===== src/rtl/debounced_gate_array_if.sv =====
// Pin/LED bundle for debounced_gate_array: raw inputs and controls in, registered LED state out.
interface debounced_gate_array_if #(
  parameter int N_IN    = 2,
  parameter int COUNT_W = 8
);
  logic [N_IN-1:0]    pmod;
  logic [1:0]         mode;
  logic               toggle_en;
  logic [N_IN:0]      led;
  logic [N_IN-1:0]    press;
  logic [COUNT_W-1:0] result_cnt;

  modport master (output pmod, mode, toggle_en, input led, press, result_cnt);
  modport slave  (input pmod, mode, toggle_en, output led, press, result_cnt);
endinterface


===== src/rtl/debounced_gate_array.sv =====
// N-channel synchronise/debounce/optional-toggle front end feeding a selectable
// AND/OR/XOR/NAND reduction with registered LEDs and a result rising-edge counter.
module debounced_gate_array #(
  parameter int N_IN            = 2,
  parameter int DEBOUNCE_CYCLES = 120000,
  parameter bit ACTIVE_LOW      = 1'b1,
  parameter int COUNT_W         = 8
) (
  input  logic                  clk,
  input  logic                  rst,
  debounced_gate_array_if.slave bus
);
  localparam int                CNT_W    = $clog2(DEBOUNCE_CYCLES + 1);
  localparam logic [CNT_W-1:0]  CNT_LAST = CNT_W'(DEBOUNCE_CYCLES - 1);

  typedef enum logic [1:0] {MODE_AND, MODE_OR, MODE_XOR, MODE_NAND} mode_e;

  logic [N_IN-1:0]    sync1_q, sync2_q;
  logic [N_IN-1:0]    act;
  logic [CNT_W-1:0]   db_cnt_q [N_IN];
  logic [CNT_W-1:0]   db_cnt_d [N_IN];
  logic [N_IN-1:0]    stable_q, stable_d;
  logic [N_IN-1:0]    press_q, press_d;
  logic [N_IN-1:0]    tog_q, tog_d;
  logic [N_IN-1:0]    op;
  logic               gate;
  logic [N_IN:0]      led_q, led_d;
  logic [COUNT_W-1:0] result_cnt_q, result_cnt_d;

  assign act = sync2_q ^ {N_IN{ACTIVE_LOW}};

  // A disagreeing run must last DEBOUNCE_CYCLES edges; any agreeing edge restarts it.
  always_comb begin
    // NOTE: every comb output gets a default first so no path can infer a latch.
    stable_d = stable_q;
    for (int i = 0; i < N_IN; i++) begin
      db_cnt_d[i] = '0;
      if (act[i] != stable_q[i]) begin
        if (db_cnt_q[i] == CNT_LAST) stable_d[i] = act[i];
        else                         db_cnt_d[i] = db_cnt_q[i] + CNT_W'(1);
      end
    end
  end

  assign press_d = stable_d & ~stable_q;
  assign tog_d   = bus.toggle_en ? (tog_q ^ press_q) : '0;
  assign op      = bus.toggle_en ? tog_q : stable_q;

  always_comb begin
    gate = 1'b0;
    unique case (mode_e'(bus.mode))
      MODE_AND:  gate = &op;
      MODE_OR:   gate = |op;
      MODE_XOR:  gate = ^op;
      MODE_NAND: gate = ~&op;
      default:   gate = 1'b0;
    endcase
  end

  assign led_d        = {gate, op};
  assign result_cnt_d = (!led_q[N_IN] && gate) ? result_cnt_q + COUNT_W'(1) : result_cnt_q;

  // NOTE: sequential state uses non-blocking assignments so all flops sample pre-edge values.
  always_ff @(posedge clk or posedge rst) begin
    if (rst) begin
      sync1_q      <= {N_IN{ACTIVE_LOW}};
      sync2_q      <= {N_IN{ACTIVE_LOW}};
      stable_q     <= '0;
      press_q      <= '0;
      tog_q        <= '0;
      led_q        <= '0;
      result_cnt_q <= '0;
      // NOTE: the counter array is flop-based and must reset so a pending transition is dropped.
      for (int i = 0; i < N_IN; i++) db_cnt_q[i] <= '0;
    end else begin
      sync1_q      <= bus.pmod;
      sync2_q      <= sync1_q;
      stable_q     <= stable_d;
      press_q      <= press_d;
      tog_q        <= tog_d;
      led_q        <= led_d;
      result_cnt_q <= result_cnt_d;
      for (int i = 0; i < N_IN; i++) db_cnt_q[i] <= db_cnt_d[i];
    end
  end

  assign bus.led        = led_q;
  assign bus.press      = press_q;
  assign bus.result_cnt = result_cnt_q;
endmodule

===== src/flat_wrapper.sv =====
// flat-port wrapper written by rule: the top's interface ports become plain ports
module debounced_gate_array_flat 
#(
  parameter int N_IN            = 2,
  parameter int DEBOUNCE_CYCLES = 120000,
  parameter bit ACTIVE_LOW      = 1'b1,
  parameter int COUNT_W         = 8
)
  (clk, rst, bus_pmod, bus_mode, bus_toggle_en, bus_led, bus_press, bus_result_cnt);
  debounced_gate_array_if #(.N_IN(N_IN), .COUNT_W(COUNT_W)) bus_i ();
  input  logic clk;
  input  logic rst;
  input wire logic [$bits(bus_i.pmod)-1:0] bus_pmod;
  input wire logic [$bits(bus_i.mode)-1:0] bus_mode;
  input wire logic [$bits(bus_i.toggle_en)-1:0] bus_toggle_en;
  output wire logic [$bits(bus_i.led)-1:0] bus_led;
  output wire logic [$bits(bus_i.press)-1:0] bus_press;
  output wire logic [$bits(bus_i.result_cnt)-1:0] bus_result_cnt;
  assign bus_i.pmod = bus_pmod;
  assign bus_i.mode = bus_mode;
  assign bus_i.toggle_en = bus_toggle_en;
  assign bus_led = bus_i.led;
  assign bus_press = bus_i.press;
  assign bus_result_cnt = bus_i.result_cnt;
  debounced_gate_array #(.N_IN(N_IN), .DEBOUNCE_CYCLES(DEBOUNCE_CYCLES), .ACTIVE_LOW(ACTIVE_LOW), .COUNT_W(COUNT_W)) u_core (.clk(clk), .rst(rst), .bus(bus_i));
endmodule

===== config.mk =====
export PLATFORM = sky130hd
export DESIGN_NAME = debounced_gate_array_flat
export DESIGN_NICKNAME = d
export VERILOG_FILES = /design/src/rtl/debounced_gate_array_if.sv /design/src/rtl/debounced_gate_array.sv /design/src/flat_wrapper.sv
export SDC_FILE = /design/constraint.sdc
export NUM_CORES = 1
export LEC_CHECK = 0
export CORE_ASPECT_RATIO = 0.6
export CORE_MARGIN = 2
export CORE_UTILIZATION = 50
export CTS_BUF_LIST = sky130_fd_sc_hd__clkbuf_4
export CTS_CLUSTER_SIZE = 20
export DETAILED_ROUTE_END_ITERATION = 12
export PLACE_DENSITY = 0.79
export SLEW_MARGIN = 10
export SYNTH_ARGS = -nofsm -noshare
export SYNTH_HDL_FRONTEND = slang
export SYNTH_SLANG_ARGS = --single-unit

===== constraint.sdc =====
create_clock -name clk -period 2.5 [get_ports clk]
set_input_delay 0.5 -clock clk [delete_from_list [all_inputs] [get_ports clk]]
set_output_delay 0.5 -clock clk [all_outputs]
set_load 0.03 [all_outputs]

==> impl_metrics.tcl <==
set metrics [dict create \
    synth_area_per_cell_um2 10.4 \
    rsz0062_at_grt "no" \
    vias_per_cell 5.45 \
    ys_dominant_reg_cell "dfrtp_1" \
    final_cells 344 \
    insertedDiodeCount 0 \
    fillers 431 \
    rows 20 \
    cts_buffer_depth 2 \
    overflow 0 \
    synth.distinct_cells 40 \
    cts_tree "done" \
    final_core_util_pct 59.5 \
    arrival_ps 2500 \
    placed_cells 336 \
    critPathBufInv 2 \
    slew_violations 0 \
    cts_buffers 5 \
    busiest_layer "met1" \
    clkLatencyLatePin_ps 390 \
    hold_buffers 0 \
    drcViolationCount 0 \
    start_util_pct 51.6 \
    first_pass_iters 4 \
    fin_skew_ps 13.9 \
    crit_family "compound AO/OA/AOI/OAI gates" \
    syn_nets 261 \
    cts.repair.resized 0 \
    grt_pass1_wl_um 8580 \
    core_area_um2 5030 \
    synthCells 249 \
    ant_nets 0 \
    cts.sinks 55 \
    hold_ws_ps 367 \
    wl_um 4930 \
    drive_gt1_share_pct 8.99 \
    antenna_found_initial 0 \
    fin_crit_sh_pct 89.7 \
    vias 1875 \
    cap_violations 0 \
    min-delay-path-class "reg -> reg" \
    post-place-ws_ps -175 \
    synth_edf_count 0 \
    fin_nets 289 \
    final_critical_path_setup_slack_ps 257 \
    syn-cell-area_um2 2600 \
    drt_iter0_drc 147 \
    peakVddDrop_uv 656 \
    hold_violations 0 \
    grt.total_usage_pct 18.8 \
    place_area_um2 2910 \
    fmax_ghz 0.446 \
    layout_common_cells "dfrtp_1, nor2_1, xor2_1, xnor2_1, clkdlybuf4s50_1" \
    io_pins 20 \
    wl_per_cell_um 14.3 \
    async_flop_share_pct 100 \
    grt_use_met1_pct 29.2 \
    final_area_um2 2990 \
    path_cells "clkdlybuf4s50_1 -> nand2_1 -> o21a_1 -> inv_1 -> ha_1 -> nand2_1 -> o2111ai_1 -> a2111oi_0 -> xor2_1" \
    period_needed_ps 2240 \
    critPathSlowestCell "a2111oi_0" \
    die_w_um 97.1 \
    grt_use_met2_pct 24.9 \
    areaGrowthSynthToFinish_pct 15.2 \
    gp_congestion 0.842 \
    grt_util_met3_pct 4.91 \
    cp_max_fo 6 \
    p_total_mw 1.95 \
    path_class "in -> reg" \
    powerDensity_nw_per_um2 652 \
    synth-seq-cells 55 \
    path_common_cell "nand2_1" \
    cp_slowest_stage_delay_ps 590 \
    hpwl_um 3470 \
    root_buffer "clkbuf_4" \
    ys_seq_area_share_pct 53.2 \
    finalSetupTns_ps 0 \
    cp_data_required_time_ps 2760 \
    die_h_um 59.8 \
    io_buffers 19 \
    post_cts_buffers 0 \
    first_global_vias 1796 \
    dieArea_um2 5810 \
    cts.htree.levels 2 \
    final_common_cell "dfrtp_1" \
    setup_viol 0 \
    relSlewSlack_pct 62.4 \
    start_kind "input port" \
    status "completed" \
    leakagePower_nw 1.29 \
    worstMarginPinSlew_ps 556 \
    cp-end-kind "register" \
    synth_warnings 0 \
    grt_max_degree 56 \
    path_clk_slew_ps 150 \
]
==> routing by layer <==
metal | vias to the layer above | part of all wire [%]
met5 | - | 0
met4 | 0 | 1.1
met3 | 5 | 7.3
met2 | 69 | 37
met1 | 875 | 55
li1 | 926 | -
==> sequential cells by signal (all words and copies together), names as in the netlist <==
| name | count |
|---|---|
| u_core.bus.result_cnt | 8 |
| u_core.tog_q | 2 |
| u_core.sync2_q | 2 |
| u_core.bus.led | 3 |
| u_core.db_cnt_q | 34 |
| u_core.sync1_q | 2 |
| u_core.stable_q | 2 |
| u_core.bus.press | 2 |
==> cells in the mapped netlist, types with 2 or more instances <==
cell type	instances	area, um^2
a2111oi_0	2	17.5
a211oi_1	2	15.0
a21oi_1	4	20.0
and2_1	4	25.0
and3_1	4	25.0
and3_2	2	15.0
and4_1	2	17.5
buf_2	2	10.0
clkbuf_1	2	7.51
dfrtp_1	51	1280
dfstp_2	4	105
ha_1	5	62.6
inv_1	9	33.8
mux2i_1	2	20.0
nand2_1	18	67.6
nand3_1	15	75.1
nand4_1	10	62.6
nand4b_1	3	26.3
nor2_1	33	124
nor3_1	6	30.0
nor4_1	8	50.1
o211ai_1	2	15.0
o21a_1	2	15.0
o21ai_0	4	20.0
or3_1	2	12.5
xnor2_1	19	166
xor2_1	19	166
==> layout make-up <==
cell class	instances	area (um^2)	share of cell area (%)
Sequential cell	55	1380	46.2
Multi-Input combinational cell	181	1170	39.0
Timing Repair Buffer	25	248	8.28
Tap cell	66	82.6	2.76
Clock inverter	3	43.8	1.46
Clock buffer	5	37.5	1.25
Inverter	9	33.8	1.13
==> cells by family after synthesis <==
logic type                 synth area share (%)
and+or+nand+nor                            23.0
DFF                                        53.2
AOI/OAI and AO/OA                          5.44
buffers and inverters                      1.97
adders and majority gates                  2.41
muxes                                      1.20
xor gates and xnor gates                   12.8
==> report_power, final <==
| group | leakage [nW] | internal [mW] | switching, mW |
|---|---|---|---|
| combinational | 0.507 | 0.172 | 0.230 |
| clock | 0.0452 | 0.211 | 0.286 |
| sequential | 0.733 | 0.961 | 0.0899 |
==> path summary, 6_finish.rpt <==
kind / startpoint / to / slack (ps) / cells after the start
max in group asynchronous: rst / u_core.sync2_q[0] / 1750 / 3
max reg2reg: u_core.stable_q[0] / u_core.bus.result_cnt[6] / 430 / 8
min: u_core.sync1_q[0] / u_core.sync2_q[0] / 370 / 0
min in group asynchronous: rst / u_core.stable_q[1] / 450 / 3
max: bus_toggle_en / u_core.bus.result_cnt[6] / 260 / 9
min reg2reg: u_core.sync1_q[0] / u_core.sync2_q[0] / 370 / 0
No activity file was read; power rests on OpenSTA's default activity.
